## src/rtl/cnn_layer_seq_pkg.sv

```systemverilog
// Shared constants and types for the CNN layer scheduler: layer launch
// indices, the "no owner" RAM select code and the scheduler state encoding.
package cnn_pkg;

    // Launch order of the layer engines
    localparam logic [2:0] L_CONV1 = 3'd0;
    localparam logic [2:0] L_MP1   = 3'd1;
    localparam logic [2:0] L_CONV2 = 3'd2;
    localparam logic [2:0] L_MP2   = 3'd3;
    localparam logic [2:0] L_FC    = 3'd4;

    // Shared feature-map RAM port owned by nobody
    localparam logic [2:0] RAM_SEL_NONE = 3'd7;

    // Scheduler state encoding
    typedef enum logic [2:0] {
        ST_IDLE = 3'd0,
        ST_SCAN = 3'd1,
        ST_WAIT = 3'd2,
        ST_GAP  = 3'd3,
        ST_FIN  = 3'd4,
        ST_ERR  = 3'd5
    } state_t;

endpackage

```

## src/rtl/cnn_layer_seq_if.sv

```systemverilog
// Host/engine-facing signal bundle of the layer scheduler.
//
// Handshake: start is a host request sampled only while the scheduler is
// idle. Toward each engine, layer_start[i] is a level held high until the
// scheduler samples layer_end[i] high; layer_start then drops on the next
// edge. layer_end[i] is a level the engine keeps high until it is idle
// again, and the scheduler waits for it to fall before the next launch.
// dbg_state mirrors the scheduler state for observation only.
interface cnn_layer_seq_if #(
    parameter int N_LAYERS = 5
);
    import cnn_pkg::*;

    logic                start;
    logic                abort;
    logic [N_LAYERS-1:0] layer_en;
    logic [N_LAYERS-1:0] layer_end;
    logic [N_LAYERS-1:0] layer_start;
    logic [2:0]          ram_sel;
    logic [2:0]          cur_layer;
    logic                busy;
    logic                done;
    logic                err;
    state_t              dbg_state;

    modport master (
        output start, abort, layer_en, layer_end,
        input  layer_start, ram_sel, cur_layer, busy, done, err, dbg_state
    );

    modport slave (
        input  start, abort, layer_en, layer_end,
        output layer_start, ram_sel, cur_layer, busy, done, err, dbg_state
    );

endinterface

```

## src/rtl/cnn_layer_seq_watchdog.sv

```systemverilog
// Watchdog counter for the layer scheduler: counts enabled cycles since the
// last clear and flags when the limit is reached. Holds at the limit.
module cnn_watchdog #(
    parameter int              TO_W        = 20,
    parameter logic [TO_W-1:0] TIMEOUT_CYC = 20'd1000000
) (
    input  logic clk,
    input  logic rst_n,
    input  logic clr,
    input  logic en,
    output logic expired
);

    logic [TO_W-1:0] r_cnt;
    logic            w_at_limit;

    assign w_at_limit = (r_cnt == TIMEOUT_CYC - TO_W'(1));
    assign expired    = w_at_limit;

    // Count enabled cycles; clear wins, saturate so the flag cannot wrap away
    always_ff @(posedge clk or negedge rst_n) begin
        if (!rst_n) begin
            r_cnt <= '0;
        end else if (clr) begin
            r_cnt <= '0;
        end else if (en && !w_at_limit) begin
            r_cnt <= r_cnt + TO_W'(1);
        end
    end

endmodule

```

## src/rtl/cnn_layer_seq.sv

```systemverilog
// Layer scheduler: launches the enabled layer engines in fixed order, hands
// the shared RAM port to the active engine, enforces an idle gap between
// layers and reports completion or a watchdog timeout to the host.
module cnn_layer_seq
    import cnn_pkg::*;
#(
    parameter int              N_LAYERS    = 5,
    parameter int              TO_W        = 20,
    parameter logic [TO_W-1:0] TIMEOUT_CYC = 20'd1000000,
    parameter int              GAP_CYC     = 4
) (
    input logic            clk,
    input logic            rst_n,
    cnn_layer_seq_if.slave bus
);

    state_t              r_state;
    state_t              w_next;
    logic [2:0]          r_idx;
    logic [N_LAYERS-1:0] r_en_q;
    logic [7:0]          r_gap_cnt;
    logic [2:0]          r_cur_layer;
    logic                r_err;

    logic w_idx_end;
    logic w_en_cur;
    logic w_end_cur;
    logic w_gap_done;
    logic w_launch;
    logic w_expired;

    assign w_idx_end  = (r_idx == 3'(N_LAYERS));
    assign w_gap_done = (r_gap_cnt >= 8'(GAP_CYC - 1));
    assign w_launch   = (r_state == ST_SCAN) && !w_idx_end && w_en_cur;

    // Select the enable and end flag of the layer at the current index
    always_comb begin
        w_en_cur  = 1'b0;
        w_end_cur = 1'b0;
        for (int i = 0; i < N_LAYERS; i++) begin
            if (r_idx == 3'(i)) begin
                w_en_cur  = r_en_q[i];
                w_end_cur = bus.layer_end[i];
            end
        end
    end

    cnn_watchdog #(
        .TO_W        (TO_W),
        .TIMEOUT_CYC (TIMEOUT_CYC)
    ) u_watchdog (
        .clk     (clk),
        .rst_n   (rst_n),
        .clr     (r_state == ST_SCAN),
        .en      (r_state == ST_WAIT),
        .expired (w_expired)
    );

    // State register
    always_ff @(posedge clk or negedge rst_n) begin
        if (!rst_n) begin
            r_state <= ST_IDLE;
        end else begin
            r_state <= w_next;
        end
    end

    // Next state; abort overrides everything, completion beats the watchdog
    always_comb begin
        w_next = r_state;
        if (bus.abort) begin
            w_next = ST_IDLE;
        end else begin
            case (r_state)
                ST_IDLE: if (bus.start) w_next = ST_SCAN;
                ST_SCAN: begin
                    if (w_idx_end)     w_next = ST_FIN;
                    else if (w_en_cur) w_next = ST_WAIT;
                end
                ST_WAIT: begin
                    if (w_end_cur)      w_next = ST_GAP;
                    else if (w_expired) w_next = ST_ERR;
                end
                ST_GAP:  if (w_gap_done && !w_end_cur) w_next = ST_SCAN;
                ST_FIN:  w_next = ST_IDLE;
                ST_ERR:  w_next = ST_IDLE;
                default: w_next = ST_IDLE;
            endcase
        end
    end

    // Layer index, latched enables, gap counter, last launched layer, error
    always_ff @(posedge clk or negedge rst_n) begin
        if (!rst_n) begin
            r_idx       <= L_CONV1;
            r_en_q      <= '0;
            r_gap_cnt   <= '0;
            r_cur_layer <= L_CONV1;
            r_err       <= 1'b0;
        end else if (bus.abort) begin
            r_idx       <= L_CONV1;
            r_gap_cnt   <= '0;
            r_cur_layer <= L_CONV1;
            r_err       <= 1'b0;
        end else begin
            case (r_state)
                ST_IDLE: begin
                    if (bus.start) begin
                        r_en_q <= bus.layer_en;
                        r_idx  <= L_CONV1;
                        r_err  <= 1'b0;
                    end
                end
                ST_SCAN: begin
                    r_gap_cnt <= '0;
                    if (w_launch)        r_cur_layer <= r_idx;
                    else if (!w_idx_end) r_idx       <= r_idx + 3'd1;
                end
                ST_WAIT: begin
                    if (!w_end_cur && w_expired) r_err <= 1'b1;
                end
                ST_GAP: begin
                    if (!w_gap_done)     r_gap_cnt <= r_gap_cnt + 8'd1;
                    else if (!w_end_cur) r_idx     <= r_idx + 3'd1;
                end
                default: ;
            endcase
        end
    end

    // Moore outputs decoded from state; RAM stays owned through GAP
    always_comb begin
        bus.layer_start = '0;
        bus.ram_sel     = RAM_SEL_NONE;
        bus.busy        = 1'b0;
        bus.done        = 1'b0;
        case (r_state)
            ST_SCAN: bus.busy = 1'b1;
            ST_WAIT: begin
                bus.busy    = 1'b1;
                bus.ram_sel = r_idx;
                for (int i = 0; i < N_LAYERS; i++) begin
                    bus.layer_start[i] = (r_idx == 3'(i));
                end
            end
            ST_GAP: begin
                bus.busy    = 1'b1;
                bus.ram_sel = r_idx;
            end
            ST_FIN:  bus.done = 1'b1;
            default: ;
        endcase
    end

    assign bus.cur_layer = r_cur_layer;
    assign bus.err       = r_err;
    assign bus.dbg_state = r_state;

endmodule
```

## src/flat_wrapper.sv

```systemverilog
// flat-port wrapper written by rule: the top's interface ports become plain ports
module cnn_layer_seq_flat import cnn_pkg::*;
#(
    parameter int              N_LAYERS    = 5,
    parameter int              TO_W        = 20,
    parameter logic [TO_W-1:0] TIMEOUT_CYC = 20'd1000000,
    parameter int              GAP_CYC     = 4
)
  (clk, rst_n, bus_start, bus_abort, bus_layer_en, bus_layer_end, bus_layer_start, bus_ram_sel, bus_cur_layer, bus_busy, bus_done, bus_err, bus_dbg_state);
  cnn_layer_seq_if #(.N_LAYERS(N_LAYERS)) bus_i ();
  input logic clk;
  input logic rst_n;
  input wire logic [$bits(bus_i.start)-1:0] bus_start;
  input wire logic [$bits(bus_i.abort)-1:0] bus_abort;
  input wire logic [$bits(bus_i.layer_en)-1:0] bus_layer_en;
  input wire logic [$bits(bus_i.layer_end)-1:0] bus_layer_end;
  output wire logic [$bits(bus_i.layer_start)-1:0] bus_layer_start;
  output wire logic [$bits(bus_i.ram_sel)-1:0] bus_ram_sel;
  output wire logic [$bits(bus_i.cur_layer)-1:0] bus_cur_layer;
  output wire logic [$bits(bus_i.busy)-1:0] bus_busy;
  output wire logic [$bits(bus_i.done)-1:0] bus_done;
  output wire logic [$bits(bus_i.err)-1:0] bus_err;
  output wire logic [$bits(bus_i.dbg_state)-1:0] bus_dbg_state;
  assign bus_i.start = bus_start;
  assign bus_i.abort = bus_abort;
  assign bus_i.layer_en = bus_layer_en;
  assign bus_i.layer_end = bus_layer_end;
  assign bus_layer_start = bus_i.layer_start;
  assign bus_ram_sel = bus_i.ram_sel;
  assign bus_cur_layer = bus_i.cur_layer;
  assign bus_busy = bus_i.busy;
  assign bus_done = bus_i.done;
  assign bus_err = bus_i.err;
  assign bus_dbg_state = bus_i.dbg_state;
  cnn_layer_seq #(.N_LAYERS(N_LAYERS), .TO_W(TO_W), .TIMEOUT_CYC(TIMEOUT_CYC), .GAP_CYC(GAP_CYC)) u_core (.clk(clk), .rst_n(rst_n), .bus(bus_i));
endmodule
```

## config.mk

```make
export PLATFORM = sky130hd
export DESIGN_NAME = cnn_layer_seq_flat
export DESIGN_NICKNAME = d
export VERILOG_FILES = /design/src/rtl/cnn_layer_seq_pkg.sv /design/src/rtl/cnn_layer_seq_if.sv /design/src/rtl/cnn_layer_seq_watchdog.sv /design/src/rtl/cnn_layer_seq.sv /design/src/flat_wrapper.sv
export SDC_FILE = /design/constraint.sdc
export NUM_CORES = 1
export LEC_CHECK = 0
export BUFFER_PORTS_ARGS = -buffer_cell sky130_fd_sc_hd__buf_2
export CAP_MARGIN = 15
export CELL_PAD_IN_SITES_DETAIL_PLACEMENT = 0
export CELL_PAD_IN_SITES_GLOBAL_PLACEMENT = 1
export CORE_ASPECT_RATIO = 2
export CORE_MARGIN = 8
export CORE_UTILIZATION = 47
export DETAILED_ROUTE_END_ITERATION = 7
export GPL_ROUTABILITY_DRIVEN = 0
export MAX_ROUTING_LAYER = met4
export PLACE_DENSITY_LB_ADDON = 0.05
export SETUP_SLACK_MARGIN = 0.3
export SLEW_MARGIN = 30
export SYNTH_ARGS = -nofsm -noshare
export SYNTH_HDL_FRONTEND = slang
export SYNTH_SLANG_ARGS = --single-unit
export TNS_END_PERCENT = 50
```

## constraint.sdc

```tcl
create_clock -name clk -period 5.8 [get_ports clk]
set_input_delay 0.29 -clock clk [delete_from_list [all_inputs] [get_ports clk]]
set_output_delay 0.29 -clock clk [all_outputs]
set_load 0.005 [all_outputs]
```

==> metrics.txt <==
Pwr per Cell Area=approximately 320 nW/um^2; die width=66.0 um; Seq pwr share=0.440; Syn Area/Cell=around 9.5 um^2; final hold violations=0; Final Max Slew Viols=0; pin count of the biggest net entering global routing=24; grt met3 use=0.0300; post-DP HPWL=4.31 mm; Logic pwr share=0.337; Final TNS setup=0 ns; top-area cell type share of the netlist area=0.458; M1 GR Usage=0.159; final wirelength=5.49 mm; Initial DRC Count=76; status=finished, final reports clean; flops & latches, synth=43; Seq/Total Area, Yosys=0.458; RSZ-0062 raised after global routing=no; net switching power=0.000307 W; routed vias/inst=about 5.6; Top Usage Layer GRT=met2; clock network power share=0.223; Pint=0.000547 W; Max-cap violations=0; mapped cell area=2350 um^2; CP endpoint kind=flop; Final WS setup=3.58 ns; GRT met2 Usage=0.295; yosys warns=0; Worst EP arrival=2.41 ns; Final period util=0.383; Leak=around 1.3 nW; first-pass GRT wire length=~9.4 mm; antenna-violating nets left=0; most common cell after layout, fill and taps aside=dfrtp_1; Fmax=between 400 and 500 MHz; hold_ws=0.221 ns; Worst Path Required=5.99 ns; most frequent cells in the layout=43 x dfrtp_1, 31 x nor2_1, 30 x buf_2, 24 x nand2_1, 21 x nand3_1; area leader, netlist=dfrtp_1; Cells after Synth=246; CORE AREA=just under 5000 um^2; CTS tree=yes; worst-margin pin slew=0.662 ns; Initial Utilization=0.483; kind of critical path=reg2reg; normalized max-slew margin=0.554; # rows=36; post-CTS sizing=0; clock-pin slew on the worst setup and hold paths=roughly 0.08 ns; initial antenna violation count=0; Longest Clk Path Bufs=2; Placed Area=approximately 2600 um^2; H-Tree Depth=2; port bufs=30; worst vdd ir=around 270 uV; # setup viols final=0; switching share of total power=0.360; Final nets=301; Design Area, Final=2670 um^2; share of layout cells above drive strength 1=0.182; Place WS=3.58 ns; routed length per instance=between 15 and 20 um; # IOs=31; worst-path maximum fanout=12; worst hold path type=in2reg; Die H=~120 um; 1st-pass router iterations=4; Area contributors post-synth=dfrtp_1 46%, xor2_1 6.0%, nor2_1 5.0%; Root Buffer=clkbuf_8; # diodes=0; Worst setup SP type=flop; clk sink count=43; grt total ovfl=0; GRT Util Overall=0.163; Vias=~1900; die area=7650 um^2; CTS Buf Count=5; Syn-to-layout area delta=13.7%; number of global-route vias before repair=1992; syn nets=roughly 270; clk_skew=0.00531 ns; Yosys cell types=between 40 and 50; worst skew pair latency=0.29 ns; DRC Markers=0; Final Critical Period=2.22 ns
==> flip-flops by register name (all words and copies together), names as in the netlist <==
signal                   count
u_core.bus.cur_layer         3
u_core.bus.dbg_state         3
u_core.bus.err               1
u_core.r_en_q                5
u_core.r_gap_cnt             8
u_core.r_idx                 3
u_core.u_watchdog.r_cnt     20
==> power by group through the flow <==
stage / combinational (W) / clock [W] / sequential, W
after floorplan: 0.000209 / 0 / 0.000365
after global placement: 0.000291 / 0 / 0.000381
after detailed placement: 0.000291 / 0 / 0.000383
after CTS: 0.000293 / 0.000196 / 0.000377
after global routing: 0.000328 / 0.000208 / 0.000383
final: 0.000288 / 0.000190 / 0.000376
==> cell type report <==
class                      count  area, um^2
fill                         476        2190
multi-input combinational    187        1210
sequential                    43        1080
timing repair buffer          33         188
clock buffer                   6        82.6
tap                           57        71.3
inverter                      10        37.5
clock inverter                 1        5.00
==> critical path, cell delays in order, from the launching register on <==
cell and delay, ns:
dfrtp_1 0.60, and2b_1 0.31, nand2_1 0.22, a21oi_2 0.37, nor3b_1 0.35, o21ai_1 0.11, and2_1 0.16
==> routing by layer <==
metal  part of all wire  vias to the layer above  wire length [um]
li1                   -                      916                 -
met2               0.57                       60              3150
met5                  0                        -                 0
met3              0.027                       12               148
met1               0.37                      903              2020
met4              0.032                        0               176
==> final timing paths <==
kind / startpoint / endpoint / slack [ns] / depth (start not counted)
setup reg to reg: u_core.bus.dbg_state[1]$_DFFE_PN0P_ / u_core.bus.dbg_state[0]$_DFFE_PN0P_ / 3.58 / 6
max in group asynchronous: rst_n / u_core.bus.cur_layer[2]$_DFFE_PN0P_ / 4.81 / 3
hold reg to reg: u_core.r_gap_cnt[6]$_DFFE_PN0P_ / u_core.r_gap_cnt[6]$_DFFE_PN0P_ / 0.49 / 1
hold / removal: bus_layer_en[4] / u_core.r_en_q[4]$_DFFE_PN0P_ / 0.22 / 2
setup / recovery: u_core.bus.dbg_state[1]$_DFFE_PN0P_ / u_core.bus.dbg_state[0]$_DFFE_PN0P_ / 3.58 / 6
min in group asynchronous: rst_n / u_core.r_gap_cnt[2]$_DFFE_PN0P_ / 0.49 / 2
==> cell usage after synthesis <==
library cell	n
a32oi_1	1
a221oi_1	1
nor4_4	2
nand3_1	21
and2_1	8
nor3_1	4
mux2i_1	5
or4b_2	1
o21ai_1	1
and3_1	5
clkbuf_1	4
o21ai_0	3
nor3b_1	4
nand4_1	4
a21oi_2	1
nor2b_1	1
xnor2_1	3
xor2_1	16
a21oi_1	6
or4bb_1	1
a31oi_1	3
nor4_1	2
a21boi_0	1
mux2_2	5
and3b_1	1
and2b_1	1
or3b_4	1
a21o_1	2
nand2_1	24
ha_1	7
inv_1	10
or2b_1	2
or4b_4	1
o211ai_1	2
a22oi_1	1
o22ai_1	3
nand2b_1	7
o31ai_1	3
nor2_1	31
a211o_1	1
buf_2	2
a31o_2	1
dfrtp_1	43
==> metrics by stage <==
stage	utilization	total power, W	cells
after floorplan	-	0.000573	246
after global placement	0.525	0.000672	328
after detailed placement	0.529	0.000674	329
after CTS	0.549	0.000866	337
after global routing	0.549	0.000919	337
final	0.549	0.000854	337
==> kinds of logic (layout without fill, tap and decap cells) <==
kind of cell	Yosys count	after routing	synth area share
buf+inv	16	50	0.0266
fa+ha+maj	7	7	0.0373
xor+xnor	19	19	0.0709
flops	43	43	0.458
compound gates	30	30	0.0847
mux	10	10	0.0453
simple gates	121	121	0.277
==> timing repair <==
| item | CTS | global route |
|---|---|---|
| endpoints found under the hold margin | 20 | 0 |
| buffers inserted | 0 | 0 |
| hold buffers | 1 | 0 |
Note: power is estimated with default switching activity, not from simulation.
